File: src/rtl/keypad_encoder.sv
// 4x4 active-low matrix keypad scanner with frame-based debounce and a
// valid/ack holding register for the CPU side.
module keypad_encoder #(
    parameter int SCAN_DIV       = 1000,
    parameter int DEBOUNCE_SCANS = 8
) (
    input  logic       clk,
    input  logic       n_reset,
    input  logic [3:0] row_in,
    output logic [3:0] col_out,
    output logic [3:0] key_code,
    output logic       key_valid,
    input  logic       key_ack,
    output logic       overrun
);

    localparam int SLOT_W = $clog2(SCAN_DIV);
    localparam int CNT_W  = $clog2(DEBOUNCE_SCANS + 1);
    localparam logic [SLOT_W-1:0] SLOT_LAST  = SLOT_W'(SCAN_DIV - 1);
    localparam logic [CNT_W-1:0]  CNT_TARGET = CNT_W'(DEBOUNCE_SCANS);

    typedef enum logic [1:0] {S_IDLE, S_CONFIRM, S_HELD} state_t;

    logic [3:0]        row_meta_q, row_sync_q;
    logic [SLOT_W-1:0] slot_q, slot_d;
    logic [1:0]        col_idx_q, col_idx_d;
    logic [3:0]        col_out_q, col_out_d;
    logic [15:0]       frame_q, frame_d;
    state_t            state_q, state_d;
    logic [3:0]        cand_q, cand_d;
    logic [CNT_W-1:0]  cnt_q, cnt_d;
    logic [3:0]        key_code_q, key_code_d;
    logic              key_valid_q, key_valid_d;
    logic              overrun_q, overrun_d;

    logic        slot_end, frame_end, accept;
    logic [15:0] frame_now;
    logic [1:0]  low_count;
    logic [3:0]  low_idx;
    logic        is_single;

    // Scan timing and frame accumulation; bit index of the frame is {row, col}.
    always_comb begin
        slot_end  = (slot_q == SLOT_LAST);
        frame_end = slot_end && (col_idx_q == 2'd3);
        slot_d    = slot_end ? '0 : slot_q + SLOT_W'(1);
        col_idx_d = slot_end ? col_idx_q + 2'd1 : col_idx_q;
        col_out_d = ~(4'b0001 << col_idx_d);

        frame_now = frame_q;
        for (int r = 0; r < 4; r++) begin
            frame_now[{2'(r), col_idx_q}] = row_sync_q[2'(r)];
        end
        frame_d = slot_end ? frame_now : frame_q;

        low_count = 2'd0;
        low_idx   = 4'd0;
        for (int i = 0; i < 16; i++) begin
            if (!frame_now[4'(i)]) begin
                low_idx = 4'(i);
                if (low_count != 2'd2) low_count = low_count + 2'd1;
            end
        end
        is_single = (low_count == 2'd1);
    end

    // Debounce FSM, stepped only at frame end.
    always_comb begin
        state_d = state_q;
        cand_d  = cand_q;
        cnt_d   = cnt_q;
        accept  = 1'b0;
        if (frame_end) begin
            case (state_q)
                S_IDLE: begin
                    if (is_single) begin
                        cand_d = low_idx;
                        if (DEBOUNCE_SCANS == 1) begin
                            accept  = 1'b1;
                            cnt_d   = '0;
                            state_d = S_HELD;
                        end else begin
                            cnt_d   = CNT_W'(1);
                            state_d = S_CONFIRM;
                        end
                    end
                end
                S_CONFIRM: begin
                    if (is_single && (low_idx == cand_q)) begin
                        if (cnt_q + CNT_W'(1) >= CNT_TARGET) begin
                            accept  = 1'b1;
                            cnt_d   = '0;
                            state_d = S_HELD;
                        end else begin
                            cnt_d = cnt_q + CNT_W'(1);
                        end
                    end else if (is_single) begin
                        cand_d = low_idx;
                        cnt_d  = CNT_W'(1);
                    end else begin
                        cnt_d   = '0;
                        state_d = S_IDLE;
                    end
                end
                S_HELD: begin
                    if (low_count == 2'd0) begin
                        if (cnt_q + CNT_W'(1) >= CNT_TARGET) begin
                            cnt_d   = '0;
                            state_d = S_IDLE;
                        end else begin
                            cnt_d = cnt_q + CNT_W'(1);
                        end
                    end else begin
                        cnt_d = '0;
                    end
                end
                default: begin
                    cnt_d   = '0;
                    state_d = S_IDLE;
                end
            endcase
        end
    end

    // CPU handshake: an ack on the accept edge frees the slot for the new key.
    always_comb begin
        key_code_d  = key_code_q;
        key_valid_d = key_valid_q;
        overrun_d   = overrun_q;
        if (key_ack && key_valid_q) begin
            key_valid_d = 1'b0;
            overrun_d   = 1'b0;
        end
        if (accept) begin
            if (!key_valid_q || key_ack) begin
                key_code_d  = low_idx;
                key_valid_d = 1'b1;
            end else begin
                overrun_d = 1'b1;
            end
        end
    end

    always_ff @(posedge clk or negedge n_reset) begin
        if (!n_reset) begin
            row_meta_q  <= 4'hF;
            row_sync_q  <= 4'hF;
            slot_q      <= '0;
            col_idx_q   <= 2'd0;
            col_out_q   <= 4'b1110;
            frame_q     <= 16'hFFFF;
            state_q     <= S_IDLE;
            cand_q      <= 4'd0;
            cnt_q       <= '0;
            key_code_q  <= 4'd0;
            key_valid_q <= 1'b0;
            overrun_q   <= 1'b0;
        end else begin
            row_meta_q  <= row_in;
            row_sync_q  <= row_meta_q;
            slot_q      <= slot_d;
            col_idx_q   <= col_idx_d;
            col_out_q   <= col_out_d;
            frame_q     <= frame_d;
            state_q     <= state_d;
            cand_q      <= cand_d;
            cnt_q       <= cnt_d;
            key_code_q  <= key_code_d;
            key_valid_q <= key_valid_d;
            overrun_q   <= overrun_d;
        end
    end

    assign col_out   = col_out_q;
    assign key_code  = key_code_q;
    assign key_valid = key_valid_q;
    assign overrun   = overrun_q;

endmodule

File: config.mk
export PLATFORM = sky130hd
export DESIGN_NAME = keypad_encoder
export DESIGN_NICKNAME = d
export VERILOG_FILES = /design/src/rtl/keypad_encoder.sv
export SDC_FILE = /design/constraint.sdc
export NUM_CORES = 1
export LEC_CHECK = 0
export CELL_PAD_IN_SITES_DETAIL_PLACEMENT = 1
export CELL_PAD_IN_SITES_GLOBAL_PLACEMENT = 1
export CORE_AREA = 2 2 113 60
export DETAILED_ROUTE_END_ITERATION = 8
export DIE_AREA = 0 0 115 62
export GPL_TIMING_DRIVEN = 0
export PLACE_DENSITY_LB_ADDON = 0.1
export SYNTH_ARGS = -nofsm -noshare
export SYNTH_HDL_FRONTEND = slang
export SYNTH_SLANG_ARGS = --single-unit
File: constraint.sdc
create_clock -name clk -period 5 [get_ports clk]
set_clock_uncertainty 0.1 [all_clocks]
set_input_delay 0.5 -clock clk [delete_from_list [all_inputs] [get_ports clk]]
set_output_delay 0.5 -clock clk [all_outputs]
set_load 0.005 [all_outputs]
==> impl_metrics.json <==
{
  "max_freq_ghz": 0.206,
  "synth_area_um2": 2770,
  "status": "finished, final reports clean",
  "place_congestion": 0.861,
  "min_period_ns": 4.85,
  "endpoint": "key_code[1]",
  "antenna_found_initial": 0,
  "initial_utilization_pct": 43.9,
  "path_max_fanout": 8,
  "die_w_um": 115,
  "total_power_uw": 705,
  "cts_tree": "done",
  "grt_max_degree": 31,
  "wire_per_inst_um": 18.7,
  "ys_seq_elements": 42,
  "critical_path_arrival_ns": 4.92,
  "drt-initial-drc-count": 172,
  "timing.slew.headroom_pct": 45.9,
  "ctsLongestPathBuffers": 2,
  "nets": 337,
  "seqCellArea_um2": 1070,
  "cts_made_buffers": 5,
  "synth_top_area_share_pct": 24.4,
  "num-fill-cells": 702,
  "avgSynthCellArea_um2": 9.52,
  "fp-row-count": 21,
  "grt_overflow": 0,
  "p_leak_uw": 0.00135,
  "clock_latency_ns": 0.29,
  "yosys-top-cells-area": "dfrtp_1, dfstp_2, ha_1",
  "area_delta_synth_final_pct": 21.5,
  "grt_pass1_wl_um": 11900,
  "startpoint_type": "register",
  "die_y_um": 62,
  "tightestPinTransition_ns": 0.789,
  "rr_worst_depth": 18,
  "ys.warnings.count": 0,
  "criticalPathCategory": "register to register",
  "placed_area_um2": 3020,
  "critPathLaunch": "col_idx_q[1]",
  "port_buffers": 13,
  "root_buffer": "clkbuf_16",
  "vias_per_cell": 5.85,
  "ys.flop_type": "dfrtp_1",
  "drc": 0,
  "hpwl_um": 5570,
  "async_reset_ff_share_pct": 100,
  "synth_edf_count": 0,
  "regToRegSetupSlack_ns": 0.15,
  "cts.clk_slew.worst_paths_ns": 0.07,
  "fin_area_um2": 3370,
  "yosysTopAreaCell": "dfrtp_1",
  "dr_total_vias": 2339,
  "reg2reg_to": "key_code[1]",
  "wl_um": 7480,
  "cp.required_ns": 5.07,
  "worstHoldPathType": "input pin to async pin",
  "yosysSeqAreaShare_pct": 38.6,
  "pre_cts_slack_ns": -0.445,
  "slew_violations": 0,
  "yosys.cell_types.count": 68,
  "coreArea_um2": 6310,
  "finalCritPeriodShare_pct": 97.0,
  "ctsHtreeMaxLevel": 2,
  "finalSetupViolations": 0,
  "design.portCount": 17,
  "die-area_um2": 7130,
  "diodes": 0,
  "cts_sinks": 42,
  "synthesis.nets": 309,
  "finalHoldViolCount": 0,
  "multi_input_area_um2": 1740,
  "power.density_nw_per_um2": 209,
  "reg2reg_from": "col_idx_q[1]",
  "drtAntennaViolNets": 0,
  "peakVddDrop_v": 0.000151,
  "grtUsageTotal_pct": 22.2,
  "yosysMostFrequentCell": "nor2_1",
  "layout_setup_ws_ns": 0.152,
  "synth_common_cells": "nor2_1, dfrtp_1, nand2_1, a21oi_1, dfstp_2",
  "drtPass1Iterations": 4,
  "synth_cells": 291,
  "drive_gt1_share_pct": 24.4,
  "grt_pass1_vias": 2265,
  "cap_violations": 0,
  "end_kind": "register"
}
==> cells by family (layout without fill, tap and decap cells) <==
family / after synthesis / count (layout) / synth area share [%]
XOR/XNOR: 16 / 16 / 5.06
other: 1 / 1 / 0.135
buffers and inverters: 22 / 51 / 3.70
adder cells (fa/ha/maj): 11 / 11 / 4.97
AO/OA/AOI/OAI: 77 / 77 / 19.4
AND/OR/NAND/NOR: 97 / 97 / 17.8
multiplexers: 25 / 25 / 10.3
flip-flops: 42 / 42 / 38.6
==> area by class of cell <==
type	instances	area share, %
sequential	42	31.8
multi-input combinational	227	51.8
inverter	11	1.23
clock buffer	5	3.72
clock inverter	3	0.743
buffer	11	1.90
tap	80	2.97
timing repair buffer	21	5.87
==> critical path: stages (launching register included) <==
cell and delay [ns]:
dfrtp_1 0.38, inv_2 0.08, ha_1 0.14, clkbuf_4 0.20, mux2_2 0.38, ha_2 0.40
or3b_2 0.49, nor4_4 0.16, nor3_2 0.08, xor2_1 0.32, xnor2_2 0.19, o21ai_2 0.10
o22a_1 0.17, ha_1 0.36, o221ai_4 0.21, o22ai_4 0.14, nor3_4 0.29, nand4_4 0.16
mux2_1 0.36
==> worst min path at each step <==
| stage | slack (ns) | startpoint | endpoint | depth (start not counted) |
|---|---|---|---|---|
| global placement | 0.25 | row_meta_q[0] | row_sync_q[0] | 0 |
| CTS | 0.01 | n_reset | slot_q[8] | 1 |
| finish | 0.006 | n_reset | slot_q[8] | 1 |
| floorplan | 0.10 | n_reset | cand_q[0] | 0 |
| detailed placement | 0.25 | row_meta_q[0] | row_sync_q[0] | 0 |
| global route | 0.02 | n_reset | slot_q[8] | 1 |
==> cell usage in the layout, fill, tap and decap left out, drive strengths merged, types with 4 or more instances in the layout <==
cell type	instances
nor2	33
dfrtp	27
nand2	23
a21oi	18
dfstp	15
o21ai	14
buf	14
mux2	14
clkdlybuf4s50	12
inv	12
ha	11
mux2i	11
clkbuf	11
xor2	8
xnor2	8
and3	7
nand3	7
nor3	6
a31oi	5
o211ai	4
==> state kept, by name, summed over array words and instances, names as in the netlist <==
name        count
state_q         2
frame_q         8
key_code        3
col_out         4
cnt_q           4
row_meta_q      2
overrun         1
key_valid       1
slot_q         10
col_idx_q       2
cand_q          3
row_sync_q      2
==> stage by stage <==
stage	std cells	setup TNS [ns]	hold slack, ns	utilization (%)
6_report	400	0	0.00580	53.4
4_1_cts	395	0	0.0124	51.3
3_5_place_dp	385	-3.97	0.248	47.8
3_3_place_gp	384	-2.70	0.248	47.6
5_1_grt	400	-0.520	0.0198	53.4
2_1_floorplan	291	0	0.104	-
==> power breakdown <==
group | switching [uW] | total, uW | internal, uW
registers | 1.98 | 346 | 344
clock network | 140 | 327 | 188
logic | 18.5 | 31.5 | 13.0
total | 160 | 705 | 544
==> layer usage <==
layer  track usage (%)  vias to the layer above  part of all wire (%)
li1                  -                     1136                     -
met1              35.4                     1152                    55
met2              30.7                       44                    41
met3              3.88                        7                   3.8
met4              4.99                        0                  0.79
met5                 0                        -                     0
==> what timing repair did <==
| action | in CTS | in global routing |
|---|---|---|
| pin swaps | 2 | 3 |
| endpoints found under the setup margin | 13 | 14 |
| endpoints found under the hold margin | 0 | 0 |
| hold buffers | 0 | 0 |
| gates resized for setup | 10 | 17 |
| setup buffers | 2 | 5 |
| cloned | 0 | 0 |
No activity file was read; power rests on OpenSTA's default activity.
